<file path="src/rtl/adc_serial_emu_x16_pkg.sv">
// Shared constants and state encoding for the serial ADC emulator.
// Holds the data width, the default conversion length and ramp step,
// and the four-state converter state enum.
package adc_serial_emu_x16_pkg;

  localparam int DATA_W = 16;
  localparam int unsigned CONV_CYCLES_DEF = 40;
  localparam logic [DATA_W-1:0] RAMP_STEP_DEF = 16'h0101;

  typedef enum logic [1:0] {
    ST_IDLE    = 2'd0,
    ST_CONVERT = 2'd1,
    ST_READY   = 2'd2,
    ST_SHIFT   = 2'd3
  } state_e;

endpackage

</file>
<file path="src/rtl/adc_serial_emu_x16_if.sv">
// Pin-level bus between an ADC master and the serial ADC emulator.
// master: drives adc_reset_i, pd_i, cnvst_n_i, cs_n_i, rd_n_i, sclk_i, sample_i;
//         receives busy_o, sdout_o, sample_taken_o, overrun_o. slave: the reverse.
interface adc_serial_emu_x16_if;
  import adc_serial_emu_x16_pkg::*;

  logic              adc_reset_i;
  logic              pd_i;
  logic              cnvst_n_i;
  logic              cs_n_i;
  logic              rd_n_i;
  logic              sclk_i;
  logic [DATA_W-1:0] sample_i;
  logic              busy_o;
  logic              sdout_o;
  logic              sample_taken_o;
  logic              overrun_o;

  modport master (
    output adc_reset_i, pd_i, cnvst_n_i, cs_n_i, rd_n_i, sclk_i, sample_i,
    input  busy_o, sdout_o, sample_taken_o, overrun_o
  );

  modport slave (
    input  adc_reset_i, pd_i, cnvst_n_i, cs_n_i, rd_n_i, sclk_i, sample_i,
    output busy_o, sdout_o, sample_taken_o, overrun_o
  );

endinterface

</file>
<file path="src/rtl/adc_serial_emu_x16_sync_edge.sv">
// Two-flop synchronizer with registered rise/fall pulses (the sync_edge block).
// Latency: q follows d after 2 clk; rise/fall pulse in the same cycle q changes.
// Ports: clk, rst (sync, active-high), d (async in), q, rise, fall. No backpressure.
module adc_serial_emu_x16_sync_edge #(
  parameter logic RST_VAL = 1'b0
) (
  input  logic clk,
  input  logic rst,
  input  logic d,
  output logic q,
  output logic rise,
  output logic fall
);

  logic meta;

  // Pulses compare the value about to enter q with q itself, so each edge
  // pulse lines up with the cycle in which the synchronized level changes.
  always_ff @(posedge clk) begin
    if (rst) begin
      meta <= RST_VAL;
      q    <= RST_VAL;
      rise <= 1'b0;
      fall <= 1'b0;
    end else begin
      meta <= d;
      q    <= meta;
      rise <= meta & ~q;
      fall <= ~meta & q;
    end
  end

endmodule

</file>
<file path="src/rtl/adc_serial_emu_x16.sv">
// Serial ADC emulator: cnvst starts a conversion, busy for CONV_CYCLES, then a
// 16-bit word is shifted out MSB first on sclk while cs_n and rd_n are low.
// Latency: 3 clk from any async pin to action. Ports: clk, rst, bus (slave).
module adc_serial_emu_x16
  import adc_serial_emu_x16_pkg::*;
#(
  parameter int unsigned       CONV_CYCLES  = CONV_CYCLES_DEF,
  parameter int unsigned       PATTERN_MODE = 0,
  parameter logic [DATA_W-1:0] RAMP_STEP    = RAMP_STEP_DEF
) (
  input  logic                 clk,
  input  logic                 rst,
  adc_serial_emu_x16_if.slave  bus
);

  localparam logic [1:0] IDLE    = ST_IDLE;
  localparam logic [1:0] CONVERT = ST_CONVERT;
  localparam logic [1:0] READY   = ST_READY;
  localparam logic [1:0] SHIFT   = ST_SHIFT;

  localparam logic [15:0] CNT_INIT = 16'(CONV_CYCLES - 1);

  // Synchronized levels and edge pulses
  logic cnvst_q, cnvst_rise, cnvst_fall;
  logic cs_q, cs_rise, cs_fall;
  logic rd_q, rd_rise, rd_fall;
  logic sclk_q, sclk_rise, sclk_fall;
  logic adc_reset_q, adc_reset_rise, adc_reset_fall;
  logic pd_q, pd_rise, pd_fall;

  adc_serial_emu_x16_sync_edge #(.RST_VAL(1'b1)) u_sync_cnvst (
    .clk(clk), .rst(rst), .d(bus.cnvst_n_i), .q(cnvst_q), .rise(cnvst_rise), .fall(cnvst_fall));
  adc_serial_emu_x16_sync_edge #(.RST_VAL(1'b1)) u_sync_cs (
    .clk(clk), .rst(rst), .d(bus.cs_n_i), .q(cs_q), .rise(cs_rise), .fall(cs_fall));
  adc_serial_emu_x16_sync_edge #(.RST_VAL(1'b1)) u_sync_rd (
    .clk(clk), .rst(rst), .d(bus.rd_n_i), .q(rd_q), .rise(rd_rise), .fall(rd_fall));
  adc_serial_emu_x16_sync_edge #(.RST_VAL(1'b0)) u_sync_sclk (
    .clk(clk), .rst(rst), .d(bus.sclk_i), .q(sclk_q), .rise(sclk_rise), .fall(sclk_fall));
  adc_serial_emu_x16_sync_edge #(.RST_VAL(1'b0)) u_sync_adc_reset (
    .clk(clk), .rst(rst), .d(bus.adc_reset_i), .q(adc_reset_q), .rise(adc_reset_rise),
    .fall(adc_reset_fall));
  adc_serial_emu_x16_sync_edge #(.RST_VAL(1'b0)) u_sync_pd (
    .clk(clk), .rst(rst), .d(bus.pd_i), .q(pd_q), .rise(pd_rise), .fall(pd_fall));

  // Only some edges/levels drive the converter; the rest are deliberately dropped.
  logic unused_ok;
  assign unused_ok = ^{cnvst_q, cnvst_rise, cs_fall, rd_fall, sclk_q, sclk_fall,
                       adc_reset_rise, adc_reset_fall, pd_rise, pd_fall};

  logic [1:0]        state;
  logic              busy;
  logic              sample_taken;
  logic              overrun;
  logic [15:0]       cnt;
  logic [3:0]        bit_cnt;
  logic [DATA_W-1:0] latched;
  logic [DATA_W-1:0] shreg;
  logic [DATA_W-1:0] ramp;
  logic [DATA_W-1:0] src;
  logic              sel;
  logic              abort;

  assign src   = (PATTERN_MODE == 1) ? ramp : bus.sample_i;
  assign sel   = ~cs_q & ~rd_q;
  assign abort = cs_rise | rd_rise;

  always_ff @(posedge clk) begin
    sample_taken <= 1'b0;
    overrun      <= 1'b0;
    if (rst) begin
      state   <= IDLE;
      busy    <= 1'b0;
      cnt     <= '0;
      bit_cnt <= '0;
      latched <= '0;
      shreg   <= '0;
      ramp    <= '0;
    end else if (adc_reset_q) begin
      // Converter reset: same as rst but the ramp keeps counting across it,
      // and any cnvst edge seen meanwhile is dropped silently.
      state   <= IDLE;
      busy    <= 1'b0;
      cnt     <= '0;
      bit_cnt <= '0;
      latched <= '0;
      shreg   <= '0;
    end else begin
      // Any start request outside IDLE is rejected, including the cycle an
      // abort or the final bit returns the state to IDLE.
      if (cnvst_fall && state != IDLE) overrun <= 1'b1;
      case (state)
        IDLE: begin
          if (cnvst_fall && !pd_q) begin
            latched      <= src;
            ramp         <= ramp + RAMP_STEP;
            sample_taken <= 1'b1;
            busy         <= 1'b1;
            cnt          <= CNT_INIT;
            state        <= CONVERT;
          end
        end
        CONVERT: begin
          if (cnt == 16'd0) begin
            busy    <= 1'b0;
            shreg   <= latched;
            bit_cnt <= '0;
            state   <= READY;
          end else begin
            cnt <= cnt - 16'd1;
          end
        end
        READY, SHIFT: begin
          if (abort) begin
            shreg <= '0;
            state <= IDLE;
          end else if (sclk_rise && sel) begin
            bit_cnt <= bit_cnt + 4'd1;
            if (bit_cnt == 4'd15) begin
              shreg <= '0;
              state <= IDLE;
            end else begin
              shreg <= {shreg[DATA_W-2:0], 1'b0};
              state <= SHIFT;
            end
          end
        end
        default: state <= IDLE;
      endcase
    end
  end

  assign bus.busy_o         = busy;
  assign bus.sample_taken_o = sample_taken;
  assign bus.overrun_o      = overrun;
  assign bus.sdout_o        = ((state == READY) || (state == SHIFT)) & sel & shreg[DATA_W-1];

endmodule

</file>
<file path="src/flat_wrapper.sv">
// flat-port wrapper written by rule: the top's interface ports become plain ports
module adc_serial_emu_x16_flat import adc_serial_emu_x16_pkg::*;
#(
  parameter int unsigned       CONV_CYCLES  = CONV_CYCLES_DEF,
  parameter int unsigned       PATTERN_MODE = 0,
  parameter logic [DATA_W-1:0] RAMP_STEP    = RAMP_STEP_DEF
)
  (clk, rst, bus_adc_reset_i, bus_pd_i, bus_cnvst_n_i, bus_cs_n_i, bus_rd_n_i, bus_sclk_i, bus_sample_i, bus_busy_o, bus_sdout_o, bus_sample_taken_o, bus_overrun_o);
  adc_serial_emu_x16_if bus_i ();
  input  logic clk;
  input  logic rst;
  input wire logic [$bits(bus_i.adc_reset_i)-1:0] bus_adc_reset_i;
  input wire logic [$bits(bus_i.pd_i)-1:0] bus_pd_i;
  input wire logic [$bits(bus_i.cnvst_n_i)-1:0] bus_cnvst_n_i;
  input wire logic [$bits(bus_i.cs_n_i)-1:0] bus_cs_n_i;
  input wire logic [$bits(bus_i.rd_n_i)-1:0] bus_rd_n_i;
  input wire logic [$bits(bus_i.sclk_i)-1:0] bus_sclk_i;
  input wire logic [$bits(bus_i.sample_i)-1:0] bus_sample_i;
  output wire logic [$bits(bus_i.busy_o)-1:0] bus_busy_o;
  output wire logic [$bits(bus_i.sdout_o)-1:0] bus_sdout_o;
  output wire logic [$bits(bus_i.sample_taken_o)-1:0] bus_sample_taken_o;
  output wire logic [$bits(bus_i.overrun_o)-1:0] bus_overrun_o;
  assign bus_i.adc_reset_i = bus_adc_reset_i;
  assign bus_i.pd_i = bus_pd_i;
  assign bus_i.cnvst_n_i = bus_cnvst_n_i;
  assign bus_i.cs_n_i = bus_cs_n_i;
  assign bus_i.rd_n_i = bus_rd_n_i;
  assign bus_i.sclk_i = bus_sclk_i;
  assign bus_i.sample_i = bus_sample_i;
  assign bus_busy_o = bus_i.busy_o;
  assign bus_sdout_o = bus_i.sdout_o;
  assign bus_sample_taken_o = bus_i.sample_taken_o;
  assign bus_overrun_o = bus_i.overrun_o;
  adc_serial_emu_x16 #(.CONV_CYCLES(CONV_CYCLES), .PATTERN_MODE(PATTERN_MODE), .RAMP_STEP(RAMP_STEP)) u_core (.clk(clk), .rst(rst), .bus(bus_i));
endmodule
</file>
<file path="config.mk">
export PLATFORM = sky130hd
export DESIGN_NAME = adc_serial_emu_x16_flat
export DESIGN_NICKNAME = d
export VERILOG_FILES = /design/src/rtl/adc_serial_emu_x16_pkg.sv /design/src/rtl/adc_serial_emu_x16_if.sv /design/src/rtl/adc_serial_emu_x16_sync_edge.sv /design/src/rtl/adc_serial_emu_x16.sv /design/src/flat_wrapper.sv
export SDC_FILE = /design/constraint.sdc
export NUM_CORES = 1
export LEC_CHECK = 0
export ABC_CLOCK_PERIOD_IN_PS = 2440
export BUFFER_PORTS_ARGS = -buffer_cell sky130_fd_sc_hd__buf_4
export CAP_MARGIN = 40
export CELL_PAD_IN_SITES_DETAIL_PLACEMENT = 1
export CELL_PAD_IN_SITES_GLOBAL_PLACEMENT = 1
export CORE_ASPECT_RATIO = 1.5
export CORE_MARGIN = 2
export CORE_UTILIZATION = 24
export DETAILED_ROUTE_END_ITERATION = 10
export PLACE_DENSITY_LB_ADDON = 0.1
export SYNTH_ARGS = -nofsm -noshare
export SYNTH_HDL_FRONTEND = slang
export SYNTH_SLANG_ARGS = --single-unit
export TNS_END_PERCENT = 50
</file>
<file path="constraint.sdc">
create_clock -name clk -period 2.44 [get_ports clk]
set_clock_uncertainty 0.05 [all_clocks]
set_input_delay 0.122 -clock clk [delete_from_list [all_inputs] [get_ports clk]]
set_output_delay 0.122 -clock clk [all_outputs]
set_load 0.01 [all_outputs]
</file>
Yosys cells after proc, flatten, opt, wreduce, memory -nomap -nowiden. Index checks and enable logic that the tools add are counted.

Eq/ne operators: 10. Reductions and logical operators: 19. Multiplexer cells: 23. Bitwise gates (word level): 13. Add/subtract/negate cells: 2.

Operators by type and width (count): 16-bit 2-to-1 mux (6); 16-bit case mux with 2 select lines (2); 16-bit zero test (1); 16-bit by 1-bit subtractor with 16-bit output, second input constant (1); 4-bit 2-to-1 mux (3); 3-bit AND reduction (4); 2-bit 2-to-1 mux (5); 4-bit case mux with 2 select lines (1); 1-bit bitwise AND (7); 2-bit by 1-bit != test with 1-bit output, second input constant (3); 2-bit case mux with 3 select lines (1); 2-bit nonzero test (3); 1-bit NOT (5); 4-bit by 1-bit adder with 4-bit output, second input constant (1); 2-bit == test, second input constant (2); 4-bit == test, second input constant (1); 1-bit 2-to-1 mux (4); 2-bit != test, second input constant (2); 4-bit AND reduction (1); 2-bit OR reduction (2); 1-bit logical AND (3); 3-bit by 1-bit != test with 1-bit output, second input constant (1); 3-bit OR reduction (1); 2-bit by 1-bit == test with 1-bit output, second input constant (1); other kinds (6) (6).

Output and inout bits: 4. Input bits: 24. Word-level logic and storage cells: 91. Register bits after elaboration: 73.

Depth between registers and ports, before layout.
Depth after elaboration: 6. Gate-level depth with buffers: 8. Mapped depth without buffers: 7.

Cells and area by module. A second synthesis with hierarchy kept.

Cell total of the unflattened synthesis: 379. Area total of the unflattened synthesis: 3444.6 sq um.

By module, submodules not included: adc_serial_emu_x16 (times used 1, cells each 331, area each 2768.9 sq um, sequential area each 1141.1 sq um); adc_serial_emu_x16_sync_edge at u_core.u_sync_adc_reset ... (times used 3, cells each 8, area each 117.6 sq um, sequential area each 80.1 sq um); adc_serial_emu_x16_sync_edge at u_core.u_sync_cnvst ... (times used 3, cells each 8, area each 107.6 sq um, sequential area each 80.1 sq um).

Least setup slack after synthesis. OpenSTA, ideal clock, no wires.

Path kind: register to register. Start point: register u_core.cnt[0]. End point: register u_core.shreg[15]. Setup time: 119 ps. Cell stages (with the launch flop): 8. Data arrival time: 1987 ps. Period minus slack after synthesis: 2155 ps. Required time: 2271 ps. Path slack: 285 ps. Path buffers: 1. Cell sequence: dfxtp_1 -> inv_1 -> ha_1 -> or4b_2 -> nor4_4 -> o21ai_4 -> buf_2 -> o221a_2.

Cells in the longest elaborated chain, start to end: 3.

Ends and longest elaborated chain: start, declared (line adc_serial_emu_x16.sv:54) `logic [15:0] cnt;`; start signal, assigned (line adc_serial_emu_x16.sv:109) `cnt <= cnt - 16'd1;`; 16-bit zero test (line adc_serial_emu_x16.sv:103) `if (cnt == 16'd0) begin`; 2-bit by 1-bit != test with 1-bit output (no line); 3-bit AND reduction (no line); end signal, assigned (line adc_serial_emu_x16.sv:105) `shreg <= latched;`; end signal, assigned (line adc_serial_emu_x16.sv:122) `shreg <= {shreg[DATA_W-2:0], 1'b0};`; end, declared (line adc_serial_emu_x16.sv:57) `logic [DATA_W-1:0] shreg;`.

No other way between the ends. A chain may end at the register's enable or synchronous reset.

Worst setup path in the final report.
Start point: register u_core.cnt[1]. End point: register u_core.shreg[9].

The elaborated chain is that of the path after synthesis.

==> metrics <==
initial antenna violation count=0; outcome=finished clean; Clock Root Buffer=clkbuf_16; min-delay worst type=in -> reg; num rows=49; Synth Instances=between 300 and 400; sequential share of power=between 30% and 40%; PwrDens=~1100 nW/um^2; mean area per synthesized cell=approximately 8.7 um^2; Die Ht=140 um; Critical Path End Type=register; Initial DRC Count=between 50 and 60; antenna diode count=0; unrepaired setup endpoints after global routing=false; Post-Place Cell Area=~3400 um^2; Synth area leader=dfxtp_1; sw power=roughly 1.4 mW; DRC viols=0; total internal power=2.80 mW; clk_lat worst skew=about 330 ps; clock share of power=between 30% and 40%; Slew HR=59.5%; Pwr Total=~4.2 mW; Slew Limit Fails=0; hold_sp=rst; Worst-path clk slew=around 60 ps; Worst VDD drop=approximately 0.00031 V; Total Neg Setup Slack=0 ps; Post-Place Cells=515; WL per Instance=14.0 um; count leader, synth=dfxtp_1; Final HPWL DP=~5300 um; Mapped Nets=between 300 and 400; I/O pin cnt=28; final period utilization=~93%; share of the synthesized area in the top cell type=49.4%; fillers=1425; synth warn=0; leakage power=about 1.5 nW; Fmax=about 0.44 GHz; register bit total from synthesis=73; Worst-Margin Slew=599 ps; # H-tree levels=3; WS Path Type=reg -> reg; first-pass GRT wire length=13000 um; floorplan core area=between 10000 and 15000 um^2; Total Nets Final=about 420; Max Cap Viol=0; Starting Density=24.6%; R2R Path Start=u_core.cnt[1]; Max FO, Critical Path=17; Post-synth EDFFs=0; total track usage=between 10% and 20%; final core occ=roughly 32%; sequential cell area fraction in the yosys report=49.4%; final cell count without fillers=approximately 550; WP data required=2660 ps; DRT antenna net count=0; endpoints failing setup=0; vias per inst=between 4 and 5; proportion of layout cells with a drive suffix above 1=between 20% and 30%; final instance area=3900 um^2; grt ovf=0; CP arrival=roughly 2500 ps; crit path launch type=register; DRT Wirelength=7760 um; Sw Ratio=roughly a third; TritonCTS clock tree=done; port bufs=27; Post-synth top cells=dfxtp_1 (73), nand2_1 (59), nor2_1 (47), a21oi_1 (22), o21ai_0 (19); Cell variety after synth=42; Die Wd=approximately 95 um; crit path time final=between 2000 and 2500 ps; die area=13300 um^2; ys async rst share=0%; Clock Sinks=73; Mapped Area=2960 um^2; maximum clock insertion buffer count=2; Final Hold Fails=0; number of CTS-inserted buffers=9; vias in the first global route=between 2000 and 3000; logic gate share of total power=32.7%; top cells by area, synth=dfxtp_1 (49%), nand2_1 (7.5%), nor2_1 (6.0%), o221a_2 (5.7%), a21oi_1 (3.7%); largest net degree at the start of global routing=25; final estimated routing congestion in global placement=a little over 0.7; primary flip-flop cell chosen by synthesis mapping=dfxtp_1; via count=2533; Layout area overhead=31.7%; First-pass DRT Iterations=4; Setup crit start=u_core.cnt[1]
==> timing repair <==
item,4_1_cts,5_1_grt
buffers inserted,0,0
resized for setup,0,0
hold endpoints to repair,22,0
hold buffers,22,0
==> sequential cells by signal, summed over array words and instances (netlist names), 2 cells and up <==
register,count
u_core.bit_cnt,4
u_core.shreg,16
u_core.latched,16
u_core.cnt,16
u_core.state,2
==> power by group through the flow <==
| stage | clock network [mW] | registers [mW] | logic (mW) |
|---|---|---|---|
| 2_1_floorplan | 0 | 1.41 | 1.00 |
| 3_3_place_gp | 0 | 1.45 | 1.37 |
| 3_5_place_dp | 0 | 1.45 | 1.38 |
| 4_1_cts | 1.46 | 1.42 | 1.41 |
| 5_1_grt | 1.51 | 1.44 | 1.55 |
| 6_report | 1.41 | 1.42 | 1.38 |
==> layout by cell type (no fill, tap or decap), types with 3 or more instances in the layout <==
| cell type | Yosys | layout |
|---|---|---|
| xnor2_1 | 5 | 5 |
| and3_1 | 3 | 3 |
| nor3b_1 | 3 | 3 |
| nand2_1 | 59 | 59 |
| nor2_1 | 47 | 47 |
| o221a_2 | 15 | 15 |
| o21ai_0 | 19 | 19 |
| nor3_1 | 9 | 9 |
| xor2_1 | 6 | 6 |
| clkbuf_16 | 0 | 9 |
| dlygate4sd3_1 | 0 | 22 |
| nor4_1 | 3 | 3 |
| nand4_1 | 4 | 4 |
| inv_1 | 4 | 4 |
| or2_2 | 7 | 7 |
| dfxtp_1 | 73 | 73 |
| nor2b_1 | 8 | 8 |
| nand3_1 | 6 | 6 |
| a21oi_1 | 22 | 22 |
| buf_4 | 0 | 38 |
==> logic make-up (layout without fill, tap and decap cells) <==
kind of cell	count (synthesis)	count (layout)	synth area share (%)
simple gates	166	166	27.5
flops	73	73	49.4
compound gates	66	66	15.4
buf+inv	22	81	3.25
xor+xnor	11	11	3.25
fa+ha+maj	2	2	0.845
mux	1	1	0.338
==> through the flow <==
step	setup slack (ps)	hold slack [ps]
CTS	157	12.5
global placement	254	257
finish	161	13.1
floorplan	285	144
global route	0.623	26.3
detailed placement	199	260
==> worst max-delay path: stages, from the launching register on <==
cell	delay (ps)
dfxtp_1	340
inv_1	90
ha_1	210
or4b_2	630
nor4_4	240
o21ai_4	170
nor2_8	260
o221a_2	230
==> path summary, 6_finish.rpt <==
kind | slack (ps) | cells past startpoint | to
min reg2reg | 340 | 1 | u_core.u_sync_sclk.rise
min | 10 | 2 | u_core.u_sync_pd.meta
max | 160 | 7 | u_core.shreg[9]
max reg2reg | 160 | 7 | u_core.shreg[9]
==> layout make-up <==
type | instances | area, um^2 | area share (%)
Timing Repair Buffer | 60 | 505 | 13.0
Inverter | 5 | 18.8 | 0.481
Sequential cell | 73 | 1460 | 37.5
Tap cell | 153 | 191 | 4.91
Multi-Input combinational cell | 246 | 1400 | 36.0
Clock buffer | 9 | 225 | 5.78
Clock inverter | 7 | 93.8 | 2.41
==> metal layers <==
layer / vias up / part of all wire [%] / track usage [%] / routed length, um
li1: 1288 / - / - / -
met1: 1208 / 45 / 14.4 / 3450
met2: 28 / 51 / 22.0 / 3980
met3: 9 / 2.7 / 3.87 / 206
met4: 0 / 1.6 / 4.96 / 122
met5: - / 0 / 0 / 0
Note: power is estimated with default switching activity, not from simulation.
